[src/rtl/axis_seq_counter_if.sv]
// Stream bundle for axis_seq_counter: length command in, counted beats out.
// Also carries interrupt, busy and buffer occupancy sideband.
interface axis_seq_counter_if #(
  parameter int DATA_W     = 32,
  parameter int FIFO_DEPTH = 16
);
  localparam int LW = $clog2(FIFO_DEPTH) + 1;

  logic              i_data_valid;
  logic [DATA_W-1:0] i_data;
  logic              o_data_ready;
  logic [DATA_W-1:0] o_data;
  logic              o_data_valid;
  logic              o_data_last;
  logic              i_data_ready;
  logic              o_intr;
  logic              i_intr_clear;
  logic              o_busy;
  logic [LW-1:0]     o_fifo_level;

  modport master (
    input  i_data_valid,
    input  i_data,
    output o_data_ready,
    output o_data,
    output o_data_valid,
    output o_data_last,
    input  i_data_ready,
    output o_intr,
    input  i_intr_clear,
    output o_busy,
    output o_fifo_level
  );

  modport slave (
    output i_data_valid,
    output i_data,
    input  o_data_ready,
    input  o_data,
    input  o_data_valid,
    input  o_data_last,
    output i_data_ready,
    input  o_intr,
    output i_intr_clear,
    input  o_busy,
    input  o_fifo_level
  );
endinterface

[src/rtl/axis_seq_counter.sv]
// AXI-Stream sequence counter: length command in, 0..N-1 (or N-1..0) out
// through a fall-through buffer, TLAST on the final beat, sticky interrupt.
module axis_seq_counter #(
  parameter int DATA_W     = 32,
  parameter int FIFO_DEPTH = 16,
  parameter int PROG_FULL  = FIFO_DEPTH - 2,
  parameter int COUNT_DOWN = 0
) (
  input  logic                 axi_clk,
  input  logic                 axi_reset_n,
  axis_seq_counter_if.master   bus
);

  localparam int AW = $clog2(FIFO_DEPTH);
  localparam int LW = AW + 1;
  localparam logic [LW-1:0] PF_LVL = LW'(PROG_FULL);
  localparam logic [DATA_W-1:0] ONE = DATA_W'(1);

  typedef enum logic {
    IDLE,
    RUN
  } state_e;

  state_e            state_q, state_d;
  logic [DATA_W-1:0] cnt_q, cnt_d;
  logic [DATA_W-1:0] rem_q, rem_d;
  logic [AW-1:0]     wr_ptr_q, wr_ptr_d;
  logic [AW-1:0]     rd_ptr_q, rd_ptr_d;
  logic [LW-1:0]     level_q, level_d;
  logic              intr_q, intr_d;

  logic [DATA_W:0]   mem_q [FIFO_DEPTH];
  logic [DATA_W:0]   head;
  logic              pf;
  logic              vld;
  logic              push;
  logic              pop;
  logic              cmd_hs;

  always_comb begin
    head   = mem_q[rd_ptr_q];
    pf     = (level_q >= PF_LVL);
    vld    = (level_q != '0);
    pop    = vld && bus.i_data_ready;
    cmd_hs = (state_q == IDLE) && !pf && bus.i_data_valid;
    push   = (state_q == RUN) && !pf;

    state_d = state_q;
    cnt_d   = cnt_q;
    rem_d   = rem_q;

    unique case (1'b1)
      (state_q == IDLE): begin
        // Zero-length commands are swallowed without leaving IDLE.
        if (cmd_hs && (bus.i_data != '0)) begin
          rem_d   = bus.i_data;
          cnt_d   = (COUNT_DOWN != 0) ? bus.i_data - ONE : '0;
          state_d = RUN;
        end
      end
      (state_q == RUN): begin
        if (push) begin
          cnt_d = (COUNT_DOWN != 0) ? cnt_q - ONE : cnt_q + ONE;
          rem_d = rem_q - ONE;
          if (rem_q == ONE) state_d = IDLE;
        end
      end
      default: state_d = IDLE;
    endcase

    wr_ptr_d = wr_ptr_q + AW'(push);
    rd_ptr_d = rd_ptr_q + AW'(pop);
    level_d  = level_q + LW'(push) - LW'(pop);

    // A final-beat pop overrides a same-cycle clear.
    intr_d = intr_q;
    if (bus.i_intr_clear) intr_d = 1'b0;
    if (pop && head[DATA_W]) intr_d = 1'b1;
  end

  always_ff @(posedge axi_clk or negedge axi_reset_n) begin
    if (!axi_reset_n) begin
      state_q  <= IDLE;
      cnt_q    <= '0;
      rem_q    <= '0;
      wr_ptr_q <= '0;
      rd_ptr_q <= '0;
      level_q  <= '0;
      intr_q   <= 1'b0;
    end else begin
      state_q  <= state_d;
      cnt_q    <= cnt_d;
      rem_q    <= rem_d;
      wr_ptr_q <= wr_ptr_d;
      rd_ptr_q <= rd_ptr_d;
      level_q  <= level_d;
      intr_q   <= intr_d;
    end
  end

  always_ff @(posedge axi_clk) begin
    if (push) mem_q[wr_ptr_q] <= {(rem_q == ONE), cnt_q};
  end

  // Head is masked while empty so stale storage never shows after reset.
  assign bus.o_data       = vld ? head[DATA_W-1:0] : '0;
  assign bus.o_data_last  = vld & head[DATA_W];
  assign bus.o_data_valid = vld;
  assign bus.o_data_ready = (state_q == IDLE) && !pf;
  assign bus.o_intr       = intr_q;
  assign bus.o_busy       = (state_q == RUN) || vld;
  assign bus.o_fifo_level = level_q;

endmodule
[src/flat_wrapper.sv]
// flat-port wrapper written by rule: the top's interface ports become plain ports
module axis_seq_counter_flat 
#(
  parameter int DATA_W     = 32,
  parameter int FIFO_DEPTH = 16,
  parameter int PROG_FULL  = FIFO_DEPTH - 2,
  parameter int COUNT_DOWN = 0
)
  (axi_clk, axi_reset_n, bus_i_data_valid, bus_i_data, bus_o_data_ready, bus_o_data, bus_o_data_valid, bus_o_data_last, bus_i_data_ready, bus_o_intr, bus_i_intr_clear, bus_o_busy, bus_o_fifo_level);
  axis_seq_counter_if #(.DATA_W(DATA_W), .FIFO_DEPTH(FIFO_DEPTH)) bus_i ();
  input  logic axi_clk;
  input  logic axi_reset_n;
  input wire logic [$bits(bus_i.i_data_valid)-1:0] bus_i_data_valid;
  input wire logic [$bits(bus_i.i_data)-1:0] bus_i_data;
  output wire logic [$bits(bus_i.o_data_ready)-1:0] bus_o_data_ready;
  output wire logic [$bits(bus_i.o_data)-1:0] bus_o_data;
  output wire logic [$bits(bus_i.o_data_valid)-1:0] bus_o_data_valid;
  output wire logic [$bits(bus_i.o_data_last)-1:0] bus_o_data_last;
  input wire logic [$bits(bus_i.i_data_ready)-1:0] bus_i_data_ready;
  output wire logic [$bits(bus_i.o_intr)-1:0] bus_o_intr;
  input wire logic [$bits(bus_i.i_intr_clear)-1:0] bus_i_intr_clear;
  output wire logic [$bits(bus_i.o_busy)-1:0] bus_o_busy;
  output wire logic [$bits(bus_i.o_fifo_level)-1:0] bus_o_fifo_level;
  assign bus_i.i_data_valid = bus_i_data_valid;
  assign bus_i.i_data = bus_i_data;
  assign bus_o_data_ready = bus_i.o_data_ready;
  assign bus_o_data = bus_i.o_data;
  assign bus_o_data_valid = bus_i.o_data_valid;
  assign bus_o_data_last = bus_i.o_data_last;
  assign bus_i.i_data_ready = bus_i_data_ready;
  assign bus_o_intr = bus_i.o_intr;
  assign bus_i.i_intr_clear = bus_i_intr_clear;
  assign bus_o_busy = bus_i.o_busy;
  assign bus_o_fifo_level = bus_i.o_fifo_level;
  axis_seq_counter #(.DATA_W(DATA_W), .FIFO_DEPTH(FIFO_DEPTH), .PROG_FULL(PROG_FULL), .COUNT_DOWN(COUNT_DOWN)) u_core (.axi_clk(axi_clk), .axi_reset_n(axi_reset_n), .bus(bus_i));
endmodule
[config.mk]
export PLATFORM = sky130hd
export DESIGN_NAME = axis_seq_counter_flat
export DESIGN_NICKNAME = d
export VERILOG_FILES = /design/src/rtl/axis_seq_counter_if.sv /design/src/rtl/axis_seq_counter.sv /design/src/flat_wrapper.sv
export SDC_FILE = /design/constraint.sdc
export NUM_CORES = 1
export LEC_CHECK = 0
export ABC_CLOCK_PERIOD_IN_PS = 5900
export CORE_MARGIN = 2
export CORE_UTILIZATION = 41
export CTS_CLUSTER_DIAMETER = 200
export DETAILED_ROUTE_END_ITERATION = 6
export PLACE_DENSITY = 0.64
export SYNTH_ARGS = -nofsm -noshare
export SYNTH_HDL_FRONTEND = slang
export SYNTH_SLANG_ARGS = --single-unit
[constraint.sdc]
create_clock -name axi_clk -period 5.9 [get_ports axi_clk]
set_input_delay 0.885 -clock axi_clk [delete_from_list [all_inputs] [get_ports axi_clk]]
set_output_delay 0.885 -clock axi_clk [all_outputs]
set_load 0.05 [all_outputs]
# Word level (Yosys, flattened, before mapping)
# Memories as Yosys holds them, arrays and structs flattened.
# Cells that the tools add are included.
[op_classes]
n_addsub = 6
order_cmp = 1
n_eq_ne = 3
mux = 15
n_bitwise = 2
reduce_logical = 12
[op_table]
columns = ["cell", "count"]
rows = [
  ["$mux W32", 5],
  ["$pmux W32 S2", 2],
  ["$add A32 B1 Y32 const B", 1],
  ["$eq A32 B1 Y1 const B", 1],
  ["$reduce_bool A32 Y1", 1],
  ["$sub A32 B1 Y32 const B", 1],
  ["$add A4 B1 Y4", 2],
  ["$mux W1", 7],
  ["$logic_and A1 B1 Y1", 6],
  ["$add A5 B1 Y5", 1],
  ["$ge A5 B4 Y1 const B", 1],
  ["$reduce_bool A5 Y1", 1],
  ["$sub A5 B1 Y5", 1],
  ["$ne A2 B2 Y1 const B", 2],
  ["$pmux W1 S2", 1],
  ["$reduce_and A2 Y1", 1],
  ["$reduce_bool A2 Y1", 1],
  ["$and A1 B1 Y1", 1],
  ["$logic_not A1 Y1", 1],
  ["$logic_or A1 B1 Y1", 1],
  ["$not A1 Y1", 1],
]
[totals]
ff_bits = 79
ramBits = 528
word_cells = 47
n_memories = 1
[memory_table]
columns = ["name", "depth", "width", "rd", "rd_clocked_by_memory_dff", "wr", "line_no", "text"]
rows = [
  ["u_core.mem_q", 16, 33, 1, 0, 1, "axis_seq_counter.sv:32", "logic [DATA_W:0] mem_q [FIFO_DEPTH];"],
]

# Logic depth before layout (Yosys ltp)
# Gate-level depths: netlist of the first run.
[depth]
depth_word = 7
depth_mapped = 16

# Worst setup path after synthesis of the first run
# OpenSTA, ideal clock, no wires.
[synth_path]
path_kind = "flip-flop to flip-flop"
start = "register u_core.level_q[1], in the netlist u_core.bus.o_fifo_level[1]"
end = "memory u_core.mem_q[10][0] (netlist name) (enable)"
setup_time_ns = 0.471
arrival_ns = 4.474
slack_ns = 0.955
path_stages_with_launch = 8
path_buffers = 1
synth_period_minus_slack_ns = 4.945
path_cell_list = "dfrtp_1 > ha_1 > a21oi_1 > nand3_1 > inv_1 > clkbuf_1 > nand3b_1 > nor3b_1"
[synth_via]
elab_chain_len = 5
[synth_rtl]
columns = ["element", "line_no", "text"]
rows = [
  ["start, declared", "axis_seq_counter.sv:29", "logic [LW-1:0] level_q, level_d;"],
  ["start signal, assigned", "axis_seq_counter.sv:96", "level_q <= level_d;"],
  ["$ge A5 B4 Y1", "axis_seq_counter.sv:42", "pf = (level_q >= PF_LVL);"],
  ["$logic_not A1 Y1", "axis_seq_counter.sv:46", "push = (state_q == RUN) && !pf;"],
  ["$logic_and A1 B1 Y1", "axis_seq_counter.sv:46", ""],
  ["$mux W1", "axis_seq_counter.sv:102", "if (push) mem_q[wr_ptr_q] <= {(rem_q == ONE), cnt_q};"],
  ["$mux W1 (not written as such)", "axis_seq_counter.sv:102", ""],
  ["end, declared", "axis_seq_counter.sv:32", ""],
]
# No other way between the ends.

# Worst setup path after layout of the first run
[layout_path]
start = "register u_core.rd_ptr_q[0]"
end = "output bus_o_data[26]"
[layout_via]
elab_chain_len = 2
[layout_rtl]
columns = ["element", "line_no", "text"]
rows = [
  ["start, declared", "axis_seq_counter.sv:28", "logic [AW-1:0] rd_ptr_q, rd_ptr_d;"],
  ["start signal, assigned", "axis_seq_counter.sv:95", "rd_ptr_q <= rd_ptr_d;"],
  ["$mem_v2 Z16 W33", "-", ""],
  ["$mux W32", "axis_seq_counter.sv:106", "assign bus.o_data = vld ? head[DATA_W-1:0] : '0;"],
  ["end, declared", "flat_wrapper.sv:16", "output wire logic [$bits(bus_i.o_data)-1:0] bus_o_data;"],
]
# No other way between the ends.

==> impl_results.md, run 1 <==
* Status: completed
* Share of layout cells above drive strength 1 at 0.2244
* Post-Route Skew at 0.01885 ns
* N_diodes at 0
* Critical Path AT at 3.92 ns
* Vias in the first global route at 13480
* Mapped Avg Cell Area at 18.70 um2
* P_leak at 9.319 nW
* Fin. Hold Viols at 0
* # resized after CTS at 0
* Synth Register Bits at 607
* First-pass GRT wire length at 87.05 mm
* GRT Overall Usage at 0.1851
* Final setup violation count at 0
* Post-DP HPWL at 33.20 mm
* Vias at 13410
* Synth Instances at 1336
* Initial DRC Count at 1398
* Reg clk slew, reported paths at 0.06 ns
* Yosys cell types at 68
* Post-CTS Hold Buffers at 0
* Cell Count, Final, Fillers Out at 2266
* Layout area overhead at 15.62%
* CP endpoint: bus_o_data[26]
* Filler instances at 4905
* Max-cap violations at 0
* Critical path type: reg2out
* Post-synth ARST share at 0.1301
* Synth Net Count at 1389
* Slew headroom at 0.1970
* Worst reg-to-reg path cell count at 7
* Vias per cell at 5.917
* Total power at 0.01419 W
* I/O pin total at 79
* Routability cong. at 0.8148
* Predominant post-synthesis flop cell: edfxtp_1
* Mapped cell area at 0.02498 mm2
* Crit path max fanout at 66
* TNS Setup at 0 ns
* Final WL at 57.69 mm
* Worst slew pin tran at 1.198 ns
* RSZ-0062 raised after global routing: no
* Routed len/inst at 25.46 um
* Starting Density at 0.4146
* Post-synth EDFFs at 528
* Fmax at 208.1 MHz
* Period minus WS final at 4.805 ns
* Maximum VDD drop at 0.0002472 V
* Clk root buf: clkbuf_16
* Clk buf depth at 3
* Post-route ant nets at 0
* CTS tree: done
* Part of the cycle the worst path needs at 0.8145
* Sequential share of the synthesized area at 0.7139
* Worst EP required at 5.02 ns
* Worst hold path class: in2async
* Clk Latency, worst-skew pair at 0.64 ns
* Power per Cell Area at 491.4 mW/mm2
* FF-to-FF Start: u_core.bus.o_fifo_level[1]
* Setup slack, reg-to-reg at 2.29 ns
* Port bufs at 78
* Final net count at 1488
* Die X at 250.8 um
* CP Capture Type: output port
* Drt pass-1 iters at 7
* Total congestion overflow at 0
* Pin count of the biggest net entering global routing at 76
* DRC errors left at 0
* Final hold slack at 0.2363 ns
* Setup repair bufs after CTS at 0
* Total CTS buffers at 60
* DP Cell Count at 2155
* Antenna violations before repair at 2
* Max-slew violation count at 0
* Core ar. at 0.06025 mm2
* Reg-to-reg critical path endpoint: u_core.mem_q[0][16]
* Start point of the critical path: u_core.rd_ptr_q[0]
* CP Launch Type: flip-flop
* Yosys warning total at 0
* Die area at 0.06291 mm2
* Die Span Y at 250.8 um
* Row cnt at 90
* H-tree levels at 2
* Clk sinks at 607
[how the worst min path moves through the flow]
| stage | slack, ns | cells after the start | to |
|---|---|---|---|
| 2_1_floorplan | 0.47 | 2 | u_core.rem_q[18] |
| 3_3_place_gp | 0.49 | 2 | u_core.rem_q[18] |
| 3_5_place_dp | 0.51 | 2 | u_core.rem_q[18] |
| 4_1_cts | 0.23 | 1 | u_core.rem_q[9] |
| 5_1_grt | 0.26 | 1 | u_core.rem_q[18] |
| 6_report | 0.24 | 1 | u_core.rem_q[9] |
[kinds of logic (layout without fill, tap and decap cells)]
group,count (synthesis),count (layout),share of synthesized area
DFF,607,607,0.7139
muxes,171,171,0.1512
buffers and inverters,104,252,0.01838
and+or+nand+nor,274,274,0.06011
adders and majority gates,16,16,0.008315
AOI/OAI and AO/OA,153,153,0.04418
xor gates and xnor gates,11,11,0.003857
[synth_stat cells, types with 3 or more instances]
library cell / count / share of area
o31ai_1: 7 / 0.0021
a2bb2oi_1: 18 / 0.0063
xnor2_1: 4 / 0.0014
buf_1: 9 / 0.0014
nand3_1: 28 / 0.0056
o21ai_0: 21 / 0.0042
or3_1: 5 / 0.0013
edfxtp_1: 528 / 0.63
o211ai_1: 14 / 0.0042
o22ai_1: 7 / 0.0018
o22a_1: 9 / 0.0032
mux4_2: 165 / 0.15
a21oi_1: 25 / 0.0050
mux2i_1: 5 / 0.0020
xor2_1: 7 / 0.0025
clkbuf_1: 55 / 0.0083
a22oi_1: 8 / 0.0024
dfrtp_1: 79 / 0.079
nor4_1: 20 / 0.0050
and3_1: 6 / 0.0015
nor3_1: 21 / 0.0042
or4_4: 3 / 0.0014
nand2_1: 46 / 0.0069
o2bb2ai_1: 4 / 0.0014
nand2b_1: 7 / 0.0018
nand3b_1: 3 / 0.00090
a31oi_1: 10 / 0.0025
a2111o_1: 6 / 0.0027
and2_1: 36 / 0.0090
nor2_1: 49 / 0.0074
buf_2: 11 / 0.0022
ha_1: 15 / 0.0075
o41ai_1: 8 / 0.0028
or4_1: 16 / 0.0048
nor3b_1: 3 / 0.00090
clkbuf_8: 4 / 0.0022
nand4_1: 17 / 0.0043
inv_1: 22 / 0.0033
[final cells by class]
cell class / instances / area (um2) / share of cell area
Timing Repair Buffer: 118 / 1179 / 0.04081
Tap cell: 782 / 978.4 / 0.03388
Inverter: 23 / 86.33 / 0.002989
Multi-Input combinational cell: 625 / 6817 / 0.2360
Clock inverter: 36 / 399.1 / 0.01382
Clock buffer: 75 / 1578 / 0.05463
Sequential cell: 607 / 17840 / 0.6178
[critical path: stages (launching register included)]
cell and delay, ns:
dfrtp_4 0.73, buf_12 0.46, mux4_2 0.59, mux4_2 0.49
and2_1 0.19, clkdlybuf4s50_1 0.70
[routing by layer]
layer,vias up,wire (um),part of all wire,global-route usage
met3,67,4039,0.070,0.02796
met1,7072,23790,0.41,0.2605
li1,5732,-,-,-
met4,0,907,0.016,0.04140
met5,-,0,0,0
met2,536,28950,0.50,0.3073
[registers in the layout, summed over array words and instances (netlist names)]
register / flops
u_core.rd_ptr_q: 4
u_core.state_q: 1
u_core.bus.o_intr: 1
u_core.wr_ptr_q: 4
u_core.mem_q: 528
u_core.cnt_q: 32
u_core.rem_q: 32
u_core.bus.o_fifo_level: 5
[power breakdown]
group          internal, W  total [W]  switching (W)
Clock              0.00218    0.00380        0.00162
Sequential         0.00524    0.00571       0.000466
Combinational      0.00198    0.00469        0.00271
[stage by stage]
stage / utilization / setup slack, ns / area (um2)
2_1_floorplan: - / 0.9549 / 24980
5_1_grt: 0.4794 / 0.8567 / 28880
4_1_cts: 0.4794 / 1.011 / 28880
6_report: 0.4794 / 1.095 / 28880
3_3_place_gp: 0.4466 / 1.712 / 26900
3_5_place_dp: 0.4466 / 1.709 / 26900
[cells in the final DEF (no fill, tap or decap), types with 5 or more instances in the layout]
master | Yosys | layout
o31ai_1 | 7 | 7
clkbuf_16 | 0 | 60
clkinv_2 | 0 | 10
bufinv_16 | 0 | 6
nand2_1 | 46 | 46
o21ai_0 | 21 | 20
a22oi_1 | 8 | 8
clkinv_1 | 1 | 10
nor2_1 | 49 | 40
or4_1 | 16 | 16
dfrtp_1 | 79 | 74
xor2_1 | 7 | 7
clkbuf_1 | 55 | 13
mux4_2 | 165 | 165
clkdlybuf4s50_1 | 0 | 77
mux2i_1 | 5 | 5
o22a_1 | 9 | 9
nand3_1 | 28 | 27
a31oi_1 | 10 | 10
nor4_1 | 20 | 20
nand2b_1 | 7 | 7
buf_12 | 0 | 8
edfxtp_1 | 528 | 528
a2111o_1 | 6 | 6
inv_1 | 22 | 22
o41ai_1 | 8 | 8
o211ai_1 | 14 | 14
a2bb2oi_1 | 18 | 18
a21oi_1 | 25 | 25
o22ai_1 | 7 | 7
ha_1 | 15 | 15
buf_4 | 0 | 33
and2_1 | 36 | 36
nor2_4 | 0 | 9
nor3_2 | 1 | 7
and3_1 | 6 | 6
nand4_1 | 17 | 17
or3_1 | 5 | 5
nor3_1 | 21 | 15
Note: power is estimated with default switching activity, not from simulation.
==> inputs of run 2 (changes only) <==
--- a/config.mk
+++ b/config.mk
@@ -5,7 +5,7 @@
 export SDC_FILE = /design/constraint.sdc
 export NUM_CORES = 1
 export LEC_CHECK = 0
-export ABC_CLOCK_PERIOD_IN_PS = 5900
+export ABC_CLOCK_PERIOD_IN_PS = 4770
 export CORE_MARGIN = 2
 export CORE_UTILIZATION = 41
 export CTS_CLUSTER_DIAMETER = 200
==> constraint.sdc (replaced) <==
create_clock -name axi_clk -period 4.77 [get_ports axi_clk]
set_input_delay 0.7155 -clock axi_clk [delete_from_list [all_inputs] [get_ports axi_clk]]
set_output_delay 0.7155 -clock axi_clk [all_outputs]
set_load 0.05 [all_outputs]
==> impl_results.md, run 2 (synthesized netlist as in run 1, its figures left out) <==
* Status: completed
* First-pass GRT wire length at 88.16 mm
* Post-route ant nets at 0
* Share of layout cells above drive strength 1 at 0.2326
* CP endpoint: bus_o_data_last
* Die X at 250.8 um
* Fin. Hold Viols at 0
* Die Span Y at 250.8 um
* CP Launch Type: flip-flop
* Antenna violations before repair at 0
* Clk buf depth at 3
* Slowest cell delay on critical path at 0.88 ns
* H-tree levels at 2
* # resized after CTS at 0
* Vias per cell at 5.934
* Core ar. at 0.06025 mm2
* Largest Register: u_core.mem_q
* Post-DP HPWL at 31.78 mm
* TNS Setup at 0 ns
* Fmax at 229.0 MHz
* Worst slack, placed at 1.037 ns
* Vias in the first global route at 13960
* Setup repair bufs after CTS at 0
* GRT Overall Usage at 0.1875
* RSZ-0062 raised after global routing: no
* Start point of the critical path: u_core.rd_ptr_q[1]
* Critical path type: reg2out
* Max reg flops at 528
* Clk root buf: clkbuf_16
* Max-cap violations at 0
* Crit. path cell count at 5
* Final setup violation count at 0
* Port bufs at 78
* Pin count of the biggest net entering global routing at 65
* Clk Latency, worst-skew pair at 0.65 ns
* Final net count at 1496
* Worst EP required at 4.05 ns
* Worst slew pin tran at 1.204 ns
* Post-CTS Hold Buffers at 0
* Worst reg-to-reg path cell count at 15
* Total power at 0.01789 W
* Final WL at 58.05 mm
* DRC errors left at 0
* Slew headroom at 0.1932
* Die area at 0.06291 mm2
* Period minus WS final at 4.367 ns
* Cell-by-cell trace of the critical path: buf_12, mux4_2, mux4_2, and2_1, clkdlybuf4s50_1
* Vias at 13520
* Total congestion overflow at 0
* Setup slack, reg-to-reg at 1.20 ns
* Slowest CP cell: dfrtp_4
* CTS tree: done
* Crit path max fanout at 41
* Top Registers: u_core.mem_q: 528 flops, u_core.cnt_q: 32 flops, u_core.rem_q: 32 flops
* Part of the cycle the worst path needs at 0.9156
* Initial DRC Count at 1206
* Routed len/inst at 25.48 um
* Starting Density at 0.4146
* Max-slew violation count at 0
* CP Capture Type: output port
* Layout Utilization at 0.4830
* Power per Cell Area at 614.8 mW/mm2
* Most common cell after layout, fill and taps aside: edfxtp_1
* Clk sinks at 607
* Layout area overhead at 16.50%
* Maximum VDD drop at 0.0005991 V
* Largest delay contributor family on the critical path: buffers and inverters
* Worst hold path class: in2async
* Critical Path AT at 3.65 ns
* Routability cong. at 0.8085
* Total CTS buffers at 61
* Cell repeated most along the worst path: mux4_2
* Filler instances at 4893
* Reg-to-reg critical path endpoint: u_core.bus.o_fifo_level[4]
* Row cnt at 90
* Worst Path Buf+Inv at 2
* FF-to-FF Start: u_core.bus.o_fifo_level[2]
* Drt pass-1 iters at 5
* Final setup margin at 0.4028 ns
* P_leak at 9.444 nW
* Reg clk slew, reported paths at 0.06 ns
* Post-Route Skew at 0.03573 ns
* I/O pin total at 79
* Most frequent cells in the layout: edfxtp_1, mux4_2, clkdlybuf4s50_1, dfrtp_1, clkbuf_16
* N_diodes at 0
[run 2: cell types whose count changed in the layout (fill, tap and decap cells not counted), sizes merged]
cell,previous run,this run
clkbuf,75,87
clkinv,23,15
buf,41,48
bufinv,6,7
clkinvlp,4,3
inv,26,27
[run 2: worst register-to-register path, cell delays in order, from the launching register on]
cell and delay, ns:
dfrtp_1 0.43, inv_1 0.11, ha_1 0.15, or4b_2 1.06, nand2_1 0.20, inv_1 0.21
nand2_1 0.19, o21ai_0 0.10, ha_1 0.22, inv_1 0.08, fa_1 0.20, inv_1 0.05
a21oi_1 0.18, nor2_1 0.07, nor2_1 0.12, xnor2_1 0.13
[run 2: stage by stage]
stage / cell area [um2] / hold WS (ns) / cells
finish: 29100 / 0.1278 / 2278
global route: 29100 / 0.1554 / 2278
CTS: 29100 / 0.1293 / 2278
detailed placement: 26990 / 0.5095 / 2162
global placement: 26990 / 0.4856 / 2162
floorplan: 24990 / 0.4199 / 1336
[run 2: layout make-up]
class	count	area, um2	area share
Sequential cell	607	17840	0.6132
Multi-Input combinational cell	625	6829	0.2347
Clock buffer	87	1724	0.05925
Timing Repair Buffer	125	1256	0.04317
Tap cell	782	978.4	0.03362
Clock inverter	29	381.6	0.01311
Inverter	23	86.33	0.002967
[run 2: how the worst min path moves through the flow]
stage | from | end | slack, ns | cells past startpoint
after floorplan | axi_reset_n | u_core.bus.o_fifo_level[0] | 0.42 | 0
after global placement | u_core.rem_q[18] | u_core.rem_q[18] | 0.49 | 2
after detailed placement | u_core.rem_q[18] | u_core.rem_q[18] | 0.51 | 2
after CTS | axi_reset_n | u_core.rem_q[11] | 0.13 | 1
after global routing | axi_reset_n | u_core.rem_q[11] | 0.16 | 1
final | axi_reset_n | u_core.rem_q[11] | 0.13 | 1
[run 2: routing by layer]
metal,global-route usage,part of all wire,up-vias
met4,0.05218,0.022,0
met3,0.03489,0.067,95
li1,-,-,5743
met5,0,0,-
met2,0.3071,0.49,525
met1,0.2588,0.42,7155
[run 2: power by group]
group          leakage (nW)  switching (W)  internal (W)
logic                  2.64        0.00348       0.00250
clock network          1.03        0.00203       0.00291
registers              5.78       0.000485       0.00648
total                  9.44        0.00600        0.0119
